File: src/rtl/hex_display_scheduler.sv
// Six-digit seven-segment controller: round-robin write arbiter, digit file,
// and a single shared hex decoder scanned across the HEX output registers.
module hex_display_scheduler #(
    parameter int SCAN_DIV = 4
) (
    input  logic       clk_sys,
    input  logic       rst,
    input  logic       req_a,
    input  logic [2:0] idx_a,
    input  logic [3:0] val_a,
    output logic       gnt_a,
    input  logic       req_b,
    input  logic [2:0] idx_b,
    input  logic [3:0] val_b,
    output logic       gnt_b,
    input  logic [5:0] blank,
    output logic [6:0] HEX0,
    output logic [6:0] HEX1,
    output logic [6:0] HEX2,
    output logic [6:0] HEX3,
    output logic [6:0] HEX4,
    output logic [6:0] HEX5,
    output logic [2:0] scan_idx,
    output logic       wr_err
);

    localparam logic [7:0] PCNT_END = 8'(SCAN_DIV - 1);

    logic [3:0] digit [6];
    logic [6:0] hex_r [6];
    logic [7:0] pcnt;
    logic       last_b;
    logic [6:0] seg;

    // last_b set means B won the most recent grant, so A wins the next tie
    assign gnt_a = !rst && req_a && (!req_b || last_b);
    assign gnt_b = !rst && req_b && (!req_a || !last_b);

    always_comb begin
        seg = 7'h7F;
        case (digit[scan_idx])
            4'h0: seg = 7'h40;
            4'h1: seg = 7'h79;
            4'h2: seg = 7'h24;
            4'h3: seg = 7'h30;
            4'h4: seg = 7'h19;
            4'h5: seg = 7'h12;
            4'h6: seg = 7'h02;
            4'h7: seg = 7'h78;
            4'h8: seg = 7'h00;
            4'h9: seg = 7'h10;
            4'hA: seg = 7'h08;
            4'hB: seg = 7'h03;
            4'hC: seg = 7'h46;
            4'hD: seg = 7'h21;
            4'hE: seg = 7'h06;
            4'hF: seg = 7'h0E;
            default: seg = 7'h7F;
        endcase
    end

    always_ff @(posedge clk_sys or posedge rst) begin
        if (rst) begin
            for (int i = 0; i < 6; i++) digit[i] <= 4'h0;
            last_b <= 1'b1;
            wr_err <= 1'b0;
        end else begin
            wr_err <= (gnt_a && (idx_a > 3'd5)) || (gnt_b && (idx_b > 3'd5));
            if (gnt_a) begin
                last_b <= 1'b0;
                if (idx_a <= 3'd5) digit[idx_a] <= val_a;
            end else if (gnt_b) begin
                last_b <= 1'b1;
                if (idx_b <= 3'd5) digit[idx_b] <= val_b;
            end
        end
    end

    // The latch reads digit[] before this edge's write lands, so a colliding
    // write shows up only on the following refresh of that digit.
    always_ff @(posedge clk_sys or posedge rst) begin
        if (rst) begin
            for (int i = 0; i < 6; i++) hex_r[i] <= 7'h7F;
            pcnt     <= 8'd0;
            scan_idx <= 3'd0;
        end else if (pcnt == PCNT_END) begin
            hex_r[scan_idx] <= blank[scan_idx] ? 7'h7F : seg;
            scan_idx        <= (scan_idx == 3'd5) ? 3'd0 : scan_idx + 3'd1;
            pcnt            <= 8'd0;
        end else begin
            pcnt <= pcnt + 8'd1;
        end
    end

    assign HEX0 = hex_r[0];
    assign HEX1 = hex_r[1];
    assign HEX2 = hex_r[2];
    assign HEX3 = hex_r[3];
    assign HEX4 = hex_r[4];
    assign HEX5 = hex_r[5];

endmodule

File: config.mk
export PLATFORM = sky130hd
export DESIGN_NAME = hex_display_scheduler
export DESIGN_NICKNAME = d
export VERILOG_FILES = /design/src/rtl/hex_display_scheduler.sv
export SDC_FILE = /design/constraint.sdc
export NUM_CORES = 1
export LEC_CHECK = 0
export CAP_MARGIN = 25
export CORE_MARGIN = 2
export CORE_UTILIZATION = 53
export CTS_BUF_LIST = sky130_fd_sc_hd__clkbuf_16
export DETAILED_ROUTE_END_ITERATION = 10
export PLACE_DENSITY_LB_ADDON = 0.3
export REMOVE_ABC_BUFFERS = 1
export SLEW_MARGIN = 40
export SYNTH_ARGS = -nofsm -noshare
export SYNTH_HDL_FRONTEND = slang
export SYNTH_SLANG_ARGS = --single-unit
File: constraint.sdc
create_clock -name clk_sys -period 3.2 [get_ports clk_sys]
set_input_delay 0.32 -clock clk_sys [delete_from_list [all_inputs] [get_ports clk_sys]]
set_output_delay 0.32 -clock clk_sys [all_outputs]
set_load 0.02 [all_outputs]
==> results of run 1 <==
[worst min path at each step]
stage / end / slack [ps] / cells after the start
after global placement: HEX5[1] / 450 / 2
after detailed placement: HEX5[1] / 470 / 2
after floorplan: pcnt[0] / 450 / 1
after CTS: pcnt[4] / 410 / 3
final: pcnt[4] / 400 / 3
after global routing: pcnt[7] / 470 / 3
[state kept, by name, indices dropped and copies added, names as in the netlist]
| name | count |
|---|---|
| HEX0 | 7 |
| HEX1 | 7 |
| HEX2 | 7 |
| HEX3 | 7 |
| HEX4 | 7 |
| HEX5 | 7 |
| digit | 24 |
| last_b | 1 |
| pcnt | 8 |
| scan_idx | 3 |
| wr_err | 1 |
[cell usage in the layout, fill, tap and decap left out, types with 4 or more instances in the layout]
| cell | Yosys | layout |
|---|---|---|
| sky130_fd_sc_hd__xnor2_1 | 6 | 6 |
| sky130_fd_sc_hd__or3b_2 | 4 | 4 |
| sky130_fd_sc_hd__buf_4 | 4 | 6 |
| sky130_fd_sc_hd__clkbuf_16 | 0 | 9 |
| sky130_fd_sc_hd__clkdlybuf4s50_1 | 0 | 71 |
| sky130_fd_sc_hd__mux2i_1 | 17 | 17 |
| sky130_fd_sc_hd__nor4_1 | 4 | 4 |
| sky130_fd_sc_hd__o21ai_0 | 7 | 7 |
| sky130_fd_sc_hd__dfstp_2 | 43 | 43 |
| sky130_fd_sc_hd__nor3_1 | 4 | 4 |
| sky130_fd_sc_hd__nand3b_1 | 5 | 5 |
| sky130_fd_sc_hd__nand2_1 | 21 | 21 |
| sky130_fd_sc_hd__a21oi_1 | 34 | 34 |
| sky130_fd_sc_hd__dfrtp_1 | 36 | 36 |
| sky130_fd_sc_hd__ha_1 | 7 | 7 |
| sky130_fd_sc_hd__o22ai_1 | 27 | 27 |
| sky130_fd_sc_hd__mux2_2 | 35 | 35 |
| sky130_fd_sc_hd__nor2_1 | 53 | 53 |
| sky130_fd_sc_hd__inv_1 | 6 | 5 |
| sky130_fd_sc_hd__nand3_1 | 6 | 6 |
[worst min-delay path: stages]
cell and delay [ps]:
sky130_fd_sc_hd__clkdlybuf4s50_1 410, sky130_fd_sc_hd__inv_2 80, sky130_fd_sc_hd__buf_4 330
[power groups by stage]
stage	Clock [W]	Sequential [W]	Combinational, W
4_1_cts	0.000997	0.00118	0.000499
3_3_place_gp	0	0.00119	0.000483
2_1_floorplan	0	0.00126	0.000211
3_5_place_dp	0	0.00120	0.000496
5_1_grt	0.00104	0.00119	0.000536
6_report	0.000992	0.00118	0.000499
[metal layers]
layer | up-vias | share of wire [%] | track usage, %
met5 | - | 0 | 0
met4 | 0 | 2.3 | 9.975
met3 | 20 | 5.8 | 4.398
met2 | 124 | 49 | 40.93
met1 | 1612 | 42 | 31.83
li1 | 1492 | - | -
[logic make-up (layout without fill, tap and decap cells)]
family                     after synthesis  count (layout)  share of synthesized area, %
buffers and inverters                   20              99                         3.077
xor gates and xnor gates                 7               7                         1.523
DFF                                     79              79                         50.45
muxes                                   52              52                         14.02
and+or+nand+nor                        119             119                         14.80
AOI/OAI and AO/OA                       87              87                         13.96
adders and majority gates                7               7                         2.176
[stage by stage]
| stage | instances | power, W |
|---|---|---|
| final | 549 | 0.002670 |
| after global routing | 549 | 0.002768 |
| after CTS | 549 | 0.002677 |
| after detailed placement | 533 | 0.001692 |
| after global placement | 533 | 0.001675 |
| after floorplan | 357 | 0.001470 |
[area by class of cell]
class	instances	area (um^2)
Sequential cell	79	2031
Timing Repair Buffer	77	755.7
Fill cell	568	2201
Multi-Input combinational cell	272	1871
Tap cell	99	123.9
Clock inverter	7	62.56
Clock buffer	9	225.2
Inverter	6	22.52
==> impl_summary.md, run 1 <==
Outcome
The flow ran to the end, and the final reports show no timing, DRC or antenna violations.

STA
For the final routed database, the setup TNS stands at 0 ps. The worst pin sits at a relative slew slack of 49.77%. Setup violations remaining at the end of the flow were counted as 0. After layout, the worst path uses 91.03% of the clock period. The post-route worst hold slack is 402.8 ps. The highest attainable clock frequency is 343.3 MHz. The post-layout worst setup margin is 287.0 ps. Subtracting the final worst setup slack from the clock period gives 2913 ps.

The clock arrives with 11.26 ps of skew. The number of max-slew violations in the final report came to 0. Setup repair after global routing left no endpoint under its margin. At the pin with the least slew margin, the transition time is 750.0 ps. The number of hold violations in the final report came to 0.

Yosys
The count of warnings emitted by yosys is 0. The most frequently used cell type in the post-synthesis netlist is sky130_fd_sc_hd__nor2_1. The number of flip-flops and latches in the synthesized netlist is 79. In this run the biggest area consumer among cell types represents 28.07% of the synthesized area. The proportion of register bits with asynchronous set or reset after synthesis is 100.0%. After synthesis, the most frequently instantiated cells are 53 x sky130_fd_sc_hd__nor2_1, 43 x sky130_fd_sc_hd__dfstp_2, 36 x sky130_fd_sc_hd__dfrtp_1.

The most used flip-flop cell after synthesis is sky130_fd_sc_hd__dfstp_2. The post-synth design cell area is 0.004025 mm^2. After synthesis, the cell types taking the most area are sky130_fd_sc_hd__dfstp_2 28%, sky130_fd_sc_hd__dfrtp_1 22%, sky130_fd_sc_hd__mux2_2 9.8%. The synthesized area per cell is 10.85 um^2. The largest area contributor in the synthesized netlist is sky130_fd_sc_hd__dfstp_2.

The cell count after synthesis is 371. The unique cell type count in the Yosys netlist is 49. The proportion of synthesized chip area in sequential cells is 50.45%. Yosys mapped a number of flops with a built-in enable equal to 0.

Clock tree
The clock root buffer is sky130_fd_sc_hd__clkbuf_16. For the worst-skew pair, the clock arrives at the later sink with an insertion delay of 340 ps. The number of sinks on the clock net is 79. The hold-fix buffer count after cts is 0. Clock-pin slew was measured on the worst setup and hold paths at 60 ps. The number of buffers created by CTS is 9. Post-CTS repair changed the size of 0 cells. The setup fix buffers added after clock tree synthesis is 0. The depth of the CTS H-tree is 3. The TritonCTS clock tree is done. In this run the deepest clock path goes through 2 buffers.

Global route
Global routing used 24.58% of the available tracks. The global route total overflow is 0. The number of antenna violations at the first check in global routing is 0. The via count of the first global-routing pass was 3,226. The first global-routing pass estimated 16,180 um of wire. The pin count of the biggest net entering global routing is 52.

Power
The worst-case IR drop observed on VDD is 0.4392 mV. The ratio of total power to cell area is 524.3 mW/mm^2. Of the total power, registers draw 44.2%. The net load switching power is 0.0007734 W.

The internal cell power is 0.001896 W. The fraction of power consumed by combinational cells is 18.7%. The leakage power of the design is 2.028 nW. The switching share of power is 28.97%. The clock network accounts for 37.1% of the total power.

Critical path
The most critical setup path has its startpoint at scan_idx[0]. The capturing point of the worst reg2reg path is HEX5[6]. The length in cells of the worst reg-to-reg path is 9. The worst register-to-register path begins at scan_idx[0]. The slowest cell on the critical path is sky130_fd_sc_hd__dfrtp_1.

Counting both buffers and inverters, the worst setup path holds a total of 1. The category of the worst setup path capture point is a flip-flop. The maximum fanout along the worst path is 14.

At the worst endpoint, the arrival time is 3170 ps. The category of cells accounting for the largest share of critical-path delay is compound AO/OA/AOI/OAI gates. The number of gates on the worst path with buffers counted is 9. The launching element type of the critical path is a flip-flop. For the worst setup path, the data required time is 3460 ps. For flop-to-flop paths, the worst setup slack is 290 ps. The largest stage delay on the critical path is 770 ps. The critical path is of the flip-flop to flip-flop type.

Following the worst setup path forward leads to its endpoint at HEX5[6]. Traced cell by cell, the critical path runs through mux2i_1 > o22ai_1 > nor2_1 > inv_1 > ha_1 > o21ai_0 > o31ai_1 > a221o_1 > mux2_2.

Layout
The post-route cell area is 0.005091 mm^2. The area growth from synthesis to layout is 26.48%. The fraction of layout instances using a drive strength above 1 is 25.78%.

The antenna diode instance count is 0. The end-of-flow core utilization is 69.82%. At the end of the flow, the number of nets in the layout was 476.

Worst hold path
The worst hold path belongs to the class primary input to asynchronous set/reset pin.

Floorplan
The floorplan has 31 rows. The initial utilization of the core area, before any placement, comes to 55.20%. The die extent in y is 91.15 um. The die covers 0.008307 mm^2. The number of top-level design ports is 72.

The region available for standard cell placement spans 0.007292 mm^2. Measured along the x axis, the die boundary spans 91.15 um.

Detailed routing
For this run, design rule violations remaining after detail routing come to 0. The first TritonRoute pass finished after 5 iterations. The count of nets left with antenna violations after detail routing is 0.

For this block, the initial DRC count from the detailed router was 173. The number of vias in the routed layout is 3,248. In the final routed layout, each cell accounts on average for 17.78 um.

In the routed layout, each cell is associated on average with a via count of 5.916. The aggregate routed wire length is 9759 um.

Place
Routability-driven placement finished with a final weighted congestion of 0.8844. Buffers placed on the I/O ports in this run total 71. Detailed placement ended at an HPWL of 7197 um. The cell area after placement is 0.004803 mm^2.

The worst setup slack after placement is 364.9 ps.

Job
The number of max-cap violations is 0.
(Power assumes the default switching activity.)
==> run 2, diff against run 1 <==
--- a/config.mk
+++ b/config.mk
@@ -9,6 +9,7 @@
 export CORE_MARGIN = 2
 export CORE_UTILIZATION = 53
 export CTS_BUF_LIST = sky130_fd_sc_hd__clkbuf_16
+export CTS_CLUSTER_DIAMETER = 40
 export DETAILED_ROUTE_END_ITERATION = 10
 export PLACE_DENSITY_LB_ADDON = 0.3
 export REMOVE_ABC_BUFFERS = 1
==> results of run 2 <==
Same layout as run 1: the final DEF is identical, and so are final timing and power.
==> run 3, diff against run 2 <==
--- a/config.mk
+++ b/config.mk
@@ -5,13 +5,13 @@
 export SDC_FILE = /design/constraint.sdc
 export NUM_CORES = 1
 export LEC_CHECK = 0
-export CAP_MARGIN = 25
+export CAP_MARGIN = 20
 export CORE_MARGIN = 2
 export CORE_UTILIZATION = 53
 export CTS_BUF_LIST = sky130_fd_sc_hd__clkbuf_16
 export CTS_CLUSTER_DIAMETER = 40
 export DETAILED_ROUTE_END_ITERATION = 10
-export PLACE_DENSITY_LB_ADDON = 0.3
+export PLACE_DENSITY = 0.78
 export REMOVE_ABC_BUFFERS = 1
 export SLEW_MARGIN = 40
 export SYNTH_ARGS = -nofsm -noshare
==> impl_summary.md, run 3 (synthesis results as in run 1) <==
Outcome
The flow ran to the end, and the final reports show no timing, DRC or antenna violations.

Floorplan
Once the floorplan was initialized, standard cells occupied 55.20% of the core. The total die area is 0.008307 mm^2. In this run the core area contains 31 standard-cell rows. The area of the core region is 0.007292 mm^2. Measured along the x axis, the die boundary spans 91.15 um. The number of top-level design ports is 72.

From bottom edge to top edge, the die measures 91.15 um.

Clock tree
Buffers added to address setup during post-CTS repair amount to 0. The number of buffers created by CTS is 9. TritonCTS built the clock tree. The register clock-pin slew on the reported worst setup and hold paths is 70 ps.

The insertion delay to the later sink of the worst-skew pair is 340 ps. The root buffer cell chosen for the clock tree is sky130_fd_sc_hd__clkbuf_16. The longest clock path from root to sink contains 2 buffers. The tree built by TritonCTS fans out to 79 sinks. The H-tree was split into 3 levels. Post-CTS repair changed the size of 0 cells. Buffers inserted to repair hold after CTS numbered 0.

Layout
More flip-flops sit in one register than any other, and that register is digit. The number of flip-flops under the largest register name is 24. The largest registers in the layout are digit: 24 flops, pcnt: 8 flops. For this run, the post-layout net count is 478. The end-of-flow core utilization is 70.42%. The area added between synthesis and finish is 27.57%. In the layout the commonest cells are 71 x sky130_fd_sc_hd__clkdlybuf4s50_1, 53 x sky130_fd_sc_hd__nor2_1, 43 x sky130_fd_sc_hd__dfstp_2. Leaving out fill and tap cells, the most frequent cell in the layout is sky130_fd_sc_hd__clkdlybuf4s50_1. The fraction of layout instances using a drive strength above 1 is 26.33%. The antenna diode instance count is 0. Fill cells in the final layout number 543.

STA
Counting I/O delays and the setup requirement, the final critical path takes 2807 ps. Setup repair after global routing left no endpoint under its margin. Of the available clock period, the critical path in the final layout requires 87.72%. Across the routed clock network, the largest skew measured is 11.92 ps.

The number of hold violations in the final report was 0. For the final routed database, the setup TNS stands at 0 ps. The number of max-slew violations in the final report is 0. The highest attainable clock frequency is 356.2 MHz. The post-layout worst setup margin is 392.8 ps. The post-route worst hold slack is 150.5 ps. The total of endpoints with negative setup slack in the final report is 0. The relative slew slack is 50.52%. For the pin with the worst max-slew slack, the measured transition is 738.7 ps.

Detailed routing
After detailed routing, the total wire length is 10,110 um. The violation count after the first detailed-route iteration is 330. The routed length per instance is 18.34 um. The length of the first detailed-routing pass in iterations is 5. The remaining routing DRC violations is 0.

The detail-routed via count per cell is 5.878. The final route contains 3,239 vias. Once detail routing completed, the nets flagged for antenna violations numbered 0.

Critical path
The launching element type of the critical path is a flip-flop. The required arrival time at the worst endpoint is 3440 ps. The setup slack of the worst register-to-register path is 390 ps. The length in cells of the worst reg-to-reg path is 8. The most critical setup path has its startpoint at scan_idx[2]. Grouping stages by cell kind, the critical path spends the most delay in compound AO/OA/AOI/OAI gates. The critical path goes through or2_1 > o22a_1 > o21ai_0 > inv_1 > ha_1 > a21oi_1 > mux2i_1 > a21oi_1. In this run the worst path has a maximum fanout of 9. In this design, the critical path's most frequently occurring cell is sky130_fd_sc_hd__a21oi_1. The setup path with the least slack is of type flip-flop to flip-flop. Data on the critical path arrives at its endpoint at 3050 ps. In this run the number of cells on the critical path is 8. The slowest cell on the critical path is sky130_fd_sc_hd__mux2i_1. The capturing point of the worst reg2reg path is HEX5[3]. The startpoint of the worst-slack reg-to-reg timing path is scan_idx[2].

The largest single stage delay on the critical path is 530 ps. The worst setup path is captured at a flip-flop. The count of buffering cells on the critical path with inverters included is 1.

Global route
Global routing used 41.23% of the available met2 tracks. The global route total overflow is 0. The number of antenna violations at the first check in global routing is 0. The total track usage is 25.57%. The met3 usage in global routing is 6.639%. The fraction of met1 tracks used by global routing is 34.44%.

The wire length of the first global-routing pass is 16,670 um. The layer flagged by global routing as most heavily used is met2. The via count of the first global-routing pass was 3,249.

The pin count of the biggest net entering global routing is 80.

Power
The analysis attributes to cell leakage a power of 2.047 nW. Dividing total power by cell area gives a power density of 537.4 mW/mm^2. The worst-case IR drop observed on VDD is 0.3282 mV.

Worst hold path
The type of the most critical hold path is primary input to asynchronous set/reset pin.

Place
Detailed placement ended at an HPWL of 7336 um. The count of input and output buffers is 71. At the end of routability-driven placement, the weighted congestion stood at 0.8538. The worst setup slack after placement is 237.1 ps.

Job
The number of max-cap violations is 0.
==> run 3: worst max-delay path by stage <==
stage	end	slack [ps]
final	HEX5[3]	390
after global placement	HEX3[6]	440
after CTS	HEX5[3]	210
after detailed placement	HEX5[3]	240
after global routing	HEX4[3]	210
after floorplan	digit[0]	-1000
==> run 3: worst register-to-register path, cell delays in order (launching register included) <==
cell                      delay, ps
sky130_fd_sc_hd__dfrtp_1        420
sky130_fd_sc_hd__or2_1          420
sky130_fd_sc_hd__o22a_1         250
sky130_fd_sc_hd__o21ai_0        260
sky130_fd_sc_hd__inv_1          220
sky130_fd_sc_hd__ha_1           360
sky130_fd_sc_hd__a21oi_1         70
sky130_fd_sc_hd__mux2i_1        530
sky130_fd_sc_hd__a21oi_1        170
==> run 3: cell type report <==
type | count | area [um^2] | area share, %
clock buffer | 9 | 225.2 | 4.386
timing repair buffer | 79 | 774.5 | 15.08
multi-input combinational | 272 | 1871 | 36.43
inverter | 6 | 22.52 | 0.4386
clock inverter | 7 | 86.33 | 1.681
sequential | 79 | 2032 | 39.57
tap | 99 | 123.9 | 2.412
==> run 3: where the power goes <==
group          total (W)  internal, W  switching (W)
clock            0.00107     0.000622       0.000451
sequential       0.00118      0.00113      0.0000558
combinational   0.000503     0.000229       0.000274
==> run 3: stage by stage <==
stage / total power, W / instances / area, um^2
2_1_floorplan: 0.001470 / 357 / 3924
3_3_place_gp: 0.001681 / 535 / 4818
3_5_place_dp: 0.001699 / 535 / 4822
4_1_cts: 0.002778 / 551 / 5134
5_1_grt: 0.002866 / 551 / 5135
6_report: 0.002759 / 551 / 5135
==> run 3: per-layer routing <==
metal / vias to the layer above / part of all wire (%)
li1: 1491 / -
met1: 1621 / 45
met2: 115 / 48
met3: 12 / 5.7
met4: 0 / 1.1
met5: - / 0
